===== config.mk =====
export PLATFORM = sky130hd
export DESIGN_NAME = irq_ctrl_n
export DESIGN_NICKNAME = d
export VERILOG_FILES = /design/src/rtl/irq_ctrl_n.sv
export SDC_FILE = /design/constraint.sdc
export NUM_CORES = 1
export LEC_CHECK = 0
export CAP_MARGIN = 15
export CORE_UTILIZATION = 32
export DETAILED_ROUTE_END_ITERATION = 6
export PLACE_DENSITY = 0.75
export SETUP_SLACK_MARGIN = 0.1
export SKIP_LAST_GASP = 1
export SYNTH_ARGS = -nofsm -noshare
export SYNTH_HDL_FRONTEND = slang
export SYNTH_SLANG_ARGS = --single-unit

===== constraint.sdc =====
create_clock -name clk_i -period 1.2 [get_ports clk_i]
set_input_delay 0.3 -clock clk_i [delete_from_list [all_inputs] [get_ports clk_i]]
set_output_delay 0.3 -clock clk_i [all_outputs]
set_load 0.02 [all_outputs]

===== src/rtl/irq_ctrl_n.sv =====
// N-channel interrupt controller: per-channel edge/level pending latches, arbitration, mcause, per-channel ack.
// Define IRQ_CTRL_RR_EN for round-robin arbitration; the default is fixed priority with the lowest index winning.
module irq_ctrl_n #(
  parameter int          N_IRQ       = 16,
  parameter logic [31:0] TRIG_EDGE   = 32'h0000_0000,
  parameter int          MCAUSE_BASE = 16
) (
  input  logic             clk_i,
  input  logic             rstn,
  input  logic [N_IRQ-1:0] irq_i,
  input  logic [31:0]      mie_i,
  input  logic             int_rst_i,
  output logic             int_o,
  output logic [31:0]      mcause_o,
  output logic [N_IRQ-1:0] irq_ret_o
);
  localparam int IW = (N_IRQ > 1) ? $clog2(N_IRQ) : 1;
  localparam logic [N_IRQ-1:0] EDGE_MASK = TRIG_EDGE[N_IRQ-1:0];

  typedef enum logic {IDLE, BUSY} state_t;

  state_t           state;
  logic [N_IRQ-1:0] pend, irq_q, edge_det, eligible, pend_nxt;
  logic [IW-1:0]    cur_idx, win_idx;
  logic             done;
  logic             unused_mie;

  assign edge_det   = irq_i & ~irq_q;
  assign eligible   = pend & mie_i[N_IRQ-1:0];
  assign done       = (state == BUSY) && int_rst_i;
  assign unused_mie = &{1'b0, mie_i};

  // Completion clears an edge latch, but a coincident new edge re-sets it.
  always_comb begin
    pend_nxt = pend;
    if (done) pend_nxt[cur_idx] = 1'b0;
    pend_nxt = ((pend_nxt | edge_det) & EDGE_MASK) | (irq_i & ~EDGE_MASK);
  end

`ifdef IRQ_CTRL_RR_EN
  logic [IW-1:0] last_served;
  logic          found;

  always_comb begin
    win_idx = '0;
    found   = 1'b0;
    for (int k = 0; k < N_IRQ; k++) begin
      int j;
      j = (int'(last_served) + 1 + k) % N_IRQ;
      if (!found && eligible[j]) begin
        win_idx = IW'(j);
        found   = 1'b1;
      end
    end
  end
`else
  always_comb begin
    win_idx = '0;
    for (int i = N_IRQ - 1; i >= 0; i--)
      if (eligible[i]) win_idx = IW'(i);
  end
`endif

  always_ff @(posedge clk_i) begin
    if (!rstn) begin
      state     <= IDLE;
      pend      <= '0;
      irq_q     <= '0;
      cur_idx   <= '0;
      int_o     <= 1'b0;
      mcause_o  <= '0;
      irq_ret_o <= '0;
`ifdef IRQ_CTRL_RR_EN
      last_served <= IW'(N_IRQ - 1);
`endif
    end else begin
      irq_q     <= irq_i;
      pend      <= pend_nxt;
      irq_ret_o <= '0;
      case (state)
        IDLE: begin
          if (|eligible) begin
            cur_idx  <= win_idx;
            mcause_o <= 32'h8000_0000 | (32'(MCAUSE_BASE) + 32'(win_idx));
            int_o    <= 1'b1;
            state    <= BUSY;
          end
        end
        BUSY: begin
          // Request is held regardless of irq_i/mie_i until the core acknowledges.
          if (int_rst_i) begin
            irq_ret_o[cur_idx] <= 1'b1;
            int_o              <= 1'b0;
            state              <= IDLE;
`ifdef IRQ_CTRL_RR_EN
            last_served <= cur_idx;
`endif
          end
        end
        default: state <= IDLE;
      endcase
    end
  end
endmodule


Word-level counts from Yosys, hierarchy flattened
Index checks and enable logic that the tools add are counted.
- reductions and logical operators: 5
- order comparisons: 2
- multiplexer cells: 24
- add/sub/neg operators: 1
- equality and inequality tests: 2
- bitwise gates (word level): 2
- operators with widths (cell ; count):
    $mux W4 ; 16
    $and A16 B16 Y16 ; 1
    $reduce_or A16 Y1 ; 1
    $add A5 B4 Y6 const A ; 1
    $lt A4 B5 Y1 const B ; 1
    $mux W1 ; 5
    $demux W1 S4 ; 1
    $ge A4 B1 Y1 const B ; 1
    $ne A2 B2 Y1 const B ; 2
    $pmux W1 S2 ; 2
    $reduce_and A2 Y1 ; 2
    $reduce_and A3 Y1 ; 1
    $logic_and A1 B1 Y1 ; 1
    $not A1 Y1 ; 1
- input bits: 51
- register bits after elaboration: 70
- logic and storage cells: 42

Depth between registers and ports, before layout
Gate-level depths: netlist of the first run.
- word-level depth: 18
- depth in mapped cells: 5

Worst setup path before layout of the first run
OpenSTA, ideal clock, no wires.
- path kind: reg-to-reg
- start: register pend[3]
- end: register cur_idx[0]
- cell stages (with the launch flop): 5
- arrival time: 1.170 ns
- slack: -0.086 ns
- required time: 1.084 ns
- cells stage by stage: dfxtp_1 a222oi_1 and4_4 a21oi_4 a41o_1
- cells in the longest elaborated chain, start to end: 5
- elaborated cells on any way between the ends: 7
- RTL lines (what ; RTL line ; text):
    from (decl) ; 23 ; logic [N_IRQ-1:0] pend, irq_q, edge_det, eligible, pend_nxt;
    from (signal assigned) ; 78 ; pend <= pend_nxt;
    $and A16 B16 Y16 (*) ; 29 ; assign eligible = pend & mie_i[N_IRQ-1:0];
    $mux W4 (4 in series) ; 60 ; if (eligible[i]) win_idx = IW'(i);
    to (signal assigned) ; 83 ; cur_idx <= win_idx;
    to (decl) ; 24 ; logic [IW-1:0] cur_idx, win_idx;
Mark *: on every way between the ends. The rest lies on a longest branch, timed or not.
A chain may end at the register's enable or synchronous reset.

Final worst setup path of the first run
Same ends and word-level chain as after synthesis.

==> summary.json, run 1 <==
{
  "synth": {
    "yosys-top-cells-area": "dfxtp_1 50%, buf_4 13%, and2_1 6.8%",
    "synthMuxAreaShare": 0.00642,
    "netlist.area_leader.share": 0.500,
    "yosysSeqAreaShare": 0.500,
    "post_synth.cell_area_avg_sq_um": 9.46,
    "synth_area_sq_mm": 0.00156,
    "synth_simple_gate_area_frac": 0.217,
    "ys_warnings": 0,
    "synth-compound-area-share": 0.135,
    "netlist_instances": 165,
    "count_of_cell_types_in_the_netlist": 35,
    "postSynthRegisterBits": 39,
    "synth_fa_ha_area_frac": 0,
    "yosys.area_share.xor_xnor": 0,
    "dominant_combinational_cell_family_by_area_after_synthesis": "simple AND/OR/NAND/NOR gates",
    "yosys.area.top_type": "dfxtp_1"
  },
  "global_route": {
    "antenna_found_initial": 0,
    "grt_first_pass_wirelength_um": 5210,
    "first_global_vias": 1176,
    "overall_overflow_remaining_after_global_route": 0,
    "grt_util_all_layers": 0.132,
    "grt_start_max_net_pins": 24
  },
  "sta": {
    "layout_setup_ws_ns": -0.197,
    "skew_ns": 0.00522,
    "setup-violations-final": 7,
    "maxClockFrequency_mhz": 716,
    "final_period_minus_worst_setup_slack_ns": 1.40,
    "post-route-period-util": 1.16,
    "setup_repair_after_global_routing_missed_its_margin": "yes",
    "finalHoldViolCount": 0,
    "fin_worst_hold_slack_ns": 0.489,
    "report.final.slew_viol_count": 0
  },
  "pwr": {
    "pwr-share-clk": 0.364,
    "power.sequential.fraction": 0.452,
    "power_per_cell_area_mw_per_mm2": 1330,
    "netSwitchingFraction": 0.252,
    "ir_drop_mv": 0.631,
    "cell_internal_pwr_w": 0.00231,
    "switching_power_w": 0.000776,
    "p_total_w": 0.00308,
    "static_leakage_nw": 1.08,
    "p_comb_frac": 0.184
  },
  "floorplan": {
    "row_count": 25,
    "top_level_ports": 100,
    "die_width_um": 71.8,
    "initial_utilization": 0.333,
    "die_height_um": 71.8,
    "die_area_sq_mm": 0.00516,
    "core-area_sq_mm": 0.00469
  },
  "detailed_routing": {
    "route.detailed.drc": 0,
    "dr_total_vias": 1306,
    "drtAntennaViolNets": 0,
    "drt_first_pass_iters": 4,
    "routed_via_density": 4.38,
    "totalWireLength_um": 3180,
    "first_iter_violations": 64,
    "wl_per_cell_um": 10.7
  },
  "setup_path": {
    "critical_path.endpoint_type": "register",
    "path_class": "register to register",
    "worstPathArrival_ns": 1.58,
    "critical_path.startpoint_type": "register",
    "worstPathMaxFanout": 7,
    "timing.critical_path.required_ns": 1.38
  },
  "status": {
    "violations": "negative setup slack",
    "run_status": "finished with violations"
  },
  "clock_tree": {
    "cts_sinks": 39,
    "clock_transition_at_path_regs_ns": 0.07,
    "worstSkewPairLatency_ns": 0.29,
    "cts_buffer_depth": 2,
    "clock_tree.htree_level_count": 2,
    "cts_inserted_buffers": 5,
    "clk_root_buffer_cell": "clkbuf_8",
    "cts_tree": "done"
  },
  "placed_design": {
    "finalWeightedCongestion": 0.798,
    "portBuffers": 57,
    "dp_wirelength_um": 2390
  },
  "layout": {
    "n_antenna_cell": 0,
    "ratio_of_cells_with_drive_above_1_in_the_final_layout": 0.303,
    "layout-area-overhead-vs-synth_pct": 49.1,
    "finalNetCount": 294,
    "filler_cell_count": 475
  },
  "job": {
    "cap_viol_max_count": 0
  },
  "min_path": {
    "holdCritPathClass": "register to register"
  }
}
cell usage after synthesis, drive strengths merged:
library cell / n
o21ai: 1
nand4: 2
or3b: 1
a222oi: 2
o22ai: 1
a22oi: 6
dfxtp: 39
and2: 17
nand2: 19
conb: 1
o211ai: 1
inv: 1
nor2b: 1
nor3: 4
a221oi: 1
mux2i: 1
and4: 2
o211a: 1
nor2: 15
a21oi: 2
a31oi: 4
buf: 27
a32o: 1
nand2b: 3
o21bai: 1
a41o: 1
or3: 2
a32oi: 1
clkbuf: 3
o2111ai: 1
o21a: 1
a22o: 1
nand3: 1
worst max-delay path: stages (launching register included):
cell and delay (ns):
dfxtp_2 0.32, a222oi_1 0.40, and4_4 0.31, a21oi_4 0.09, a41o_1 0.18
state kept, by name, indices dropped and copies added (netlist names):
| register | flops |
|---|---|
| cur_idx | 3 |
| int_o | 1 |
| irq_ret_o | 16 |
| mcause_o | 2 |
| pend | 16 |
| state | 1 |
area by class of cell:
cell class | instances | area, sq um | share of cell area
multi-input combinational | 120 | 721 | 0.310
sequential | 39 | 795 | 0.342
clock inverter | 2 | 35.0 | 0.0151
inverter | 1 | 3.75 | 0.00161
timing repair buffer | 76 | 622 | 0.267
tap | 54 | 67.6 | 0.0290
clock buffer | 6 | 82.6 | 0.0355
final timing paths:
path | from | end | cells past startpoint | slack [ns]
min reg2reg | mcause_o[4] | mcause_o[4] | 1 | 0.49
max reg2reg | pend[3] | cur_idx[0] | 4 | -0.20
min | mcause_o[4] | mcause_o[4] | 1 | 0.49
max | pend[3] | cur_idx[0] | 4 | -0.20
layout by cell type (no fill, tap or decap), types with 2 or more instances in the layout:
cell / n
buf_2: 15
conb_1: 26
dfxtp_2: 5
and4_4: 2
clkbuf_8: 6
clkdlybuf4s50_1: 19
and2_1: 17
or3_4: 2
buf_6: 4
nand2b_1: 3
nand4_1: 2
nand2_1: 17
a22oi_2: 5
dfxtp_1: 32
buf_4: 23
a222oi_1: 2
dfxtp_4: 2
nor2_1: 14
nor3_2: 4
a31oi_1: 4
dlymetal6s2s_1: 2
dlygate4sd2_1: 13
nand2_2: 2
routing by layer:
layer | vias to the layer above | track usage | wire [um] | part of all wire
met2 | 57 | 0.220 | 1480 | 0.46
li1 | 666 | - | - | -
met5 | - | 0 | 0 | 0
met3 | 4 | 0.0633 | 249 | 0.078
met1 | 579 | 0.154 | 1420 | 0.45
met4 | 0 | 0.0327 | 35 | 0.011
power groups by stage:
stage                     registers (W)  clock network [W]  logic [W]
after floorplan                 0.00146                  0   0.000310
after global placement          0.00142                  0   0.000551
after detailed placement        0.00142                  0   0.000557
after CTS                       0.00139            0.00115   0.000535
after global routing            0.00140            0.00122   0.000618
final                           0.00139            0.00112   0.000568
cells by family (layout without fill, tap and decap cells):
kind of cell	after synthesis	count (layout)
flip-flops	39	39
AO/OA/AOI/OAI	26	26
multiplexers	1	1
other	1	26
buffers and inverters	31	85
AND/OR/NAND/NOR	67	67
metrics by stage:
step           TNS, ns  cells   util  cell area [sq um]  worst slack, ns
2_1_floorplan   -0.318    190      -               1660          -0.0796
5_1_grt          -1.87    298  0.496               2330           -0.298
3_3_place_gp     -9.71    288  0.471               2210           -0.613
6_report         -1.28    298  0.496               2330           -0.197
3_5_place_dp    -10.50    288  0.471               2210           -0.650
4_1_cts          -1.33    296  0.480               2250           -0.212
repair_timing:
action                     CTS  global route
pin swaps                    9             7
buffers inserted             0             2
setup endpoints to repair   46            24
resized for setup          115            25
hold buffers                 0             0
No activity file was read; power rests on OpenSTA's default activity.
==> run 2: changes to the inputs <==
CORE_UTILIZATION = 36   (was 32)
GPL_TIMING_DRIVEN = 0   (was unset)
PLACE_DENSITY = 0.8   (was 0.75)
clock period = 1.56 ns   (was 1.2 ns; I/O delays follow)
==> summary.json, run 2 (same netlist as run 1, synthesis figures left out) <==
{
  "detailed_routing": {
    "totalWireLength_um": 3240,
    "first_iter_violations": 42,
    "drtAntennaViolNets": 0,
    "wl_per_cell_um": 10.6,
    "route.detailed.drc": 0,
    "drt_first_pass_iters": 4,
    "dr_total_vias": 1346,
    "routed_via_density": 4.38
  },
  "clock_tree": {
    "clk_root_buffer_cell": "clkbuf_8",
    "clock_tree.htree_level_count": 2,
    "cts_sinks": 39,
    "cts_buffer_depth": 2,
    "worstSkewPairLatency_ns": 0.29,
    "cts_inserted_buffers": 5,
    "cts_tree": "done",
    "cts_hold_buffers": 0,
    "clock_transition_at_path_regs_ns": 0.07
  },
  "layout": {
    "mostFrequentLayoutCells": "35 x dfxtp_1, 30 x buf_4, 29 x dlygate4sd2_1, 26 x conb_1",
    "finalNonFillerCells": 307,
    "n_antenna_cell": 0,
    "finalNetCount": 307,
    "mostFrequentLayoutCell": "dfxtp_1",
    "registers_with_the_highest_flip_flop_counts": "irq_ret_o (16), pend (16), cur_idx (3)",
    "layout-area-overhead-vs-synth_pct": 53.6,
    "ratio_of_cells_with_drive_above_1_in_the_final_layout": 0.222
  },
  "global_route": {
    "overall_overflow_remaining_after_global_route": 0,
    "first_global_vias": 1210,
    "antenna_found_initial": 0,
    "grt_util_all_layers": 0.160,
    "grt_first_pass_wirelength_um": 5290,
    "grt_start_max_net_pins": 12
  },
  "job": {
    "cap_viol_max_count": 0
  },
  "sta": {
    "report.final.slew_viol_count": 0,
    "setup-violations-final": 0,
    "maxClockFrequency_mhz": 698,
    "post-route-period-util": 0.918,
    "finalHoldViolCount": 0,
    "skew_ns": 0.00364,
    "final_period_minus_worst_setup_slack_ns": 1.43,
    "setup_repair_after_global_routing_missed_its_margin": "yes",
    "timing.setup.tns_ns": 0,
    "fin_worst_hold_slack_ns": 0.485
  },
  "setup_path": {
    "critical_path.startpoint_type": "register",
    "timing.critical_path.required_ns": 1.73,
    "critical_path.endpoint_type": "register",
    "worstPathArrival_ns": 1.60,
    "path_class": "register to register",
    "worstPathMaxFanout": 7
  },
  "min_path": {
    "holdCritPathClass": "primary input to register"
  },
  "pwr": {
    "power_per_cell_area_mw_per_mm2": 932,
    "ir_drop_mv": 0.527,
    "p_total_w": 0.00223,
    "static_leakage_nw": 1.17
  },
  "floorplan": {
    "die_height_um": 67.8,
    "core-area_sq_mm": 0.00409,
    "top_level_ports": 100,
    "initial_utilization": 0.382,
    "row_count": 23,
    "die_width_um": 67.8,
    "die_area_sq_mm": 0.00460
  },
  "placed_design": {
    "dp_wirelength_um": 2410,
    "dp.cells": 296,
    "portBuffers": 56,
    "finalWeightedCongestion": 0.764
  },
  "status": {
    "run_status": "finished clean"
  }
}
-- run 2: where the power goes --
part	internal [W]	leakage, nW	switching [W]
sequential	0.00104	0.322	0.0000456
clock	0.000403	0.0515	0.000328
combinational	0.000214	0.795	0.000200
total	0.00166	1.17	0.000574
-- run 2: final timing paths --
check                             start         end  slack [ns]  cells after the start
worst max-delay path            pend[3]  cur_idx[1]        0.13                      5
worst min-delay path               rstn  cur_idx[1]        0.48                      3
worst max register to register  pend[3]  cur_idx[1]        0.13                      5
worst min register to register    int_o       int_o        0.51                      2
-- run 2: timing repair --
| item | CTS | global route |
|---|---|---|
| setup endpoints to repair | 29 | 9 |
| buffers inserted | 2 | 1 |
| gates resized for setup | 49 | 14 |
| pin swaps | 6 | 8 |
-- run 2: metal layers --
layer  up-vias  global-route usage  wire length [um]
met4         0              0.0938                87
met1       580               0.179              1300
li1        696                   -                 -
met3         7              0.0683               349
met5         -                   0                 0
met2        63               0.252              1500
-- run 2: area by class of cell --
| class | instances | area [sq um] |
|---|---|---|
| fill | 368 | 1690 |
| tap | 50 | 62.6 |
| clock buffer | 8 | 100 |
| buffer | 30 | 214 |
| inverter | 1 | 3.75 |
| timing repair buffer | 59 | 536 |
| multi-input combinational | 120 | 694 |
| sequential | 39 | 786 |
-- run 2: stage by stage --
stage	worst slack, ns	utilization	cell area (sq um)
after floorplan	0.212	-	1650
after global placement	-0.388	0.557	2280
after detailed placement	-0.419	0.557	2280
after CTS	-0.00174	0.584	2390
after global routing	0.0255	0.586	2400
final	0.128	0.586	2400
-- run 2: critical path: stages, from the launching register on --
cell and delay [ns]:
dfxtp_2 0.33, a222oi_1 0.41, and4_4 0.30, a21oi_4 0.09
nand4_1 0.10, o22ai_1 0.08
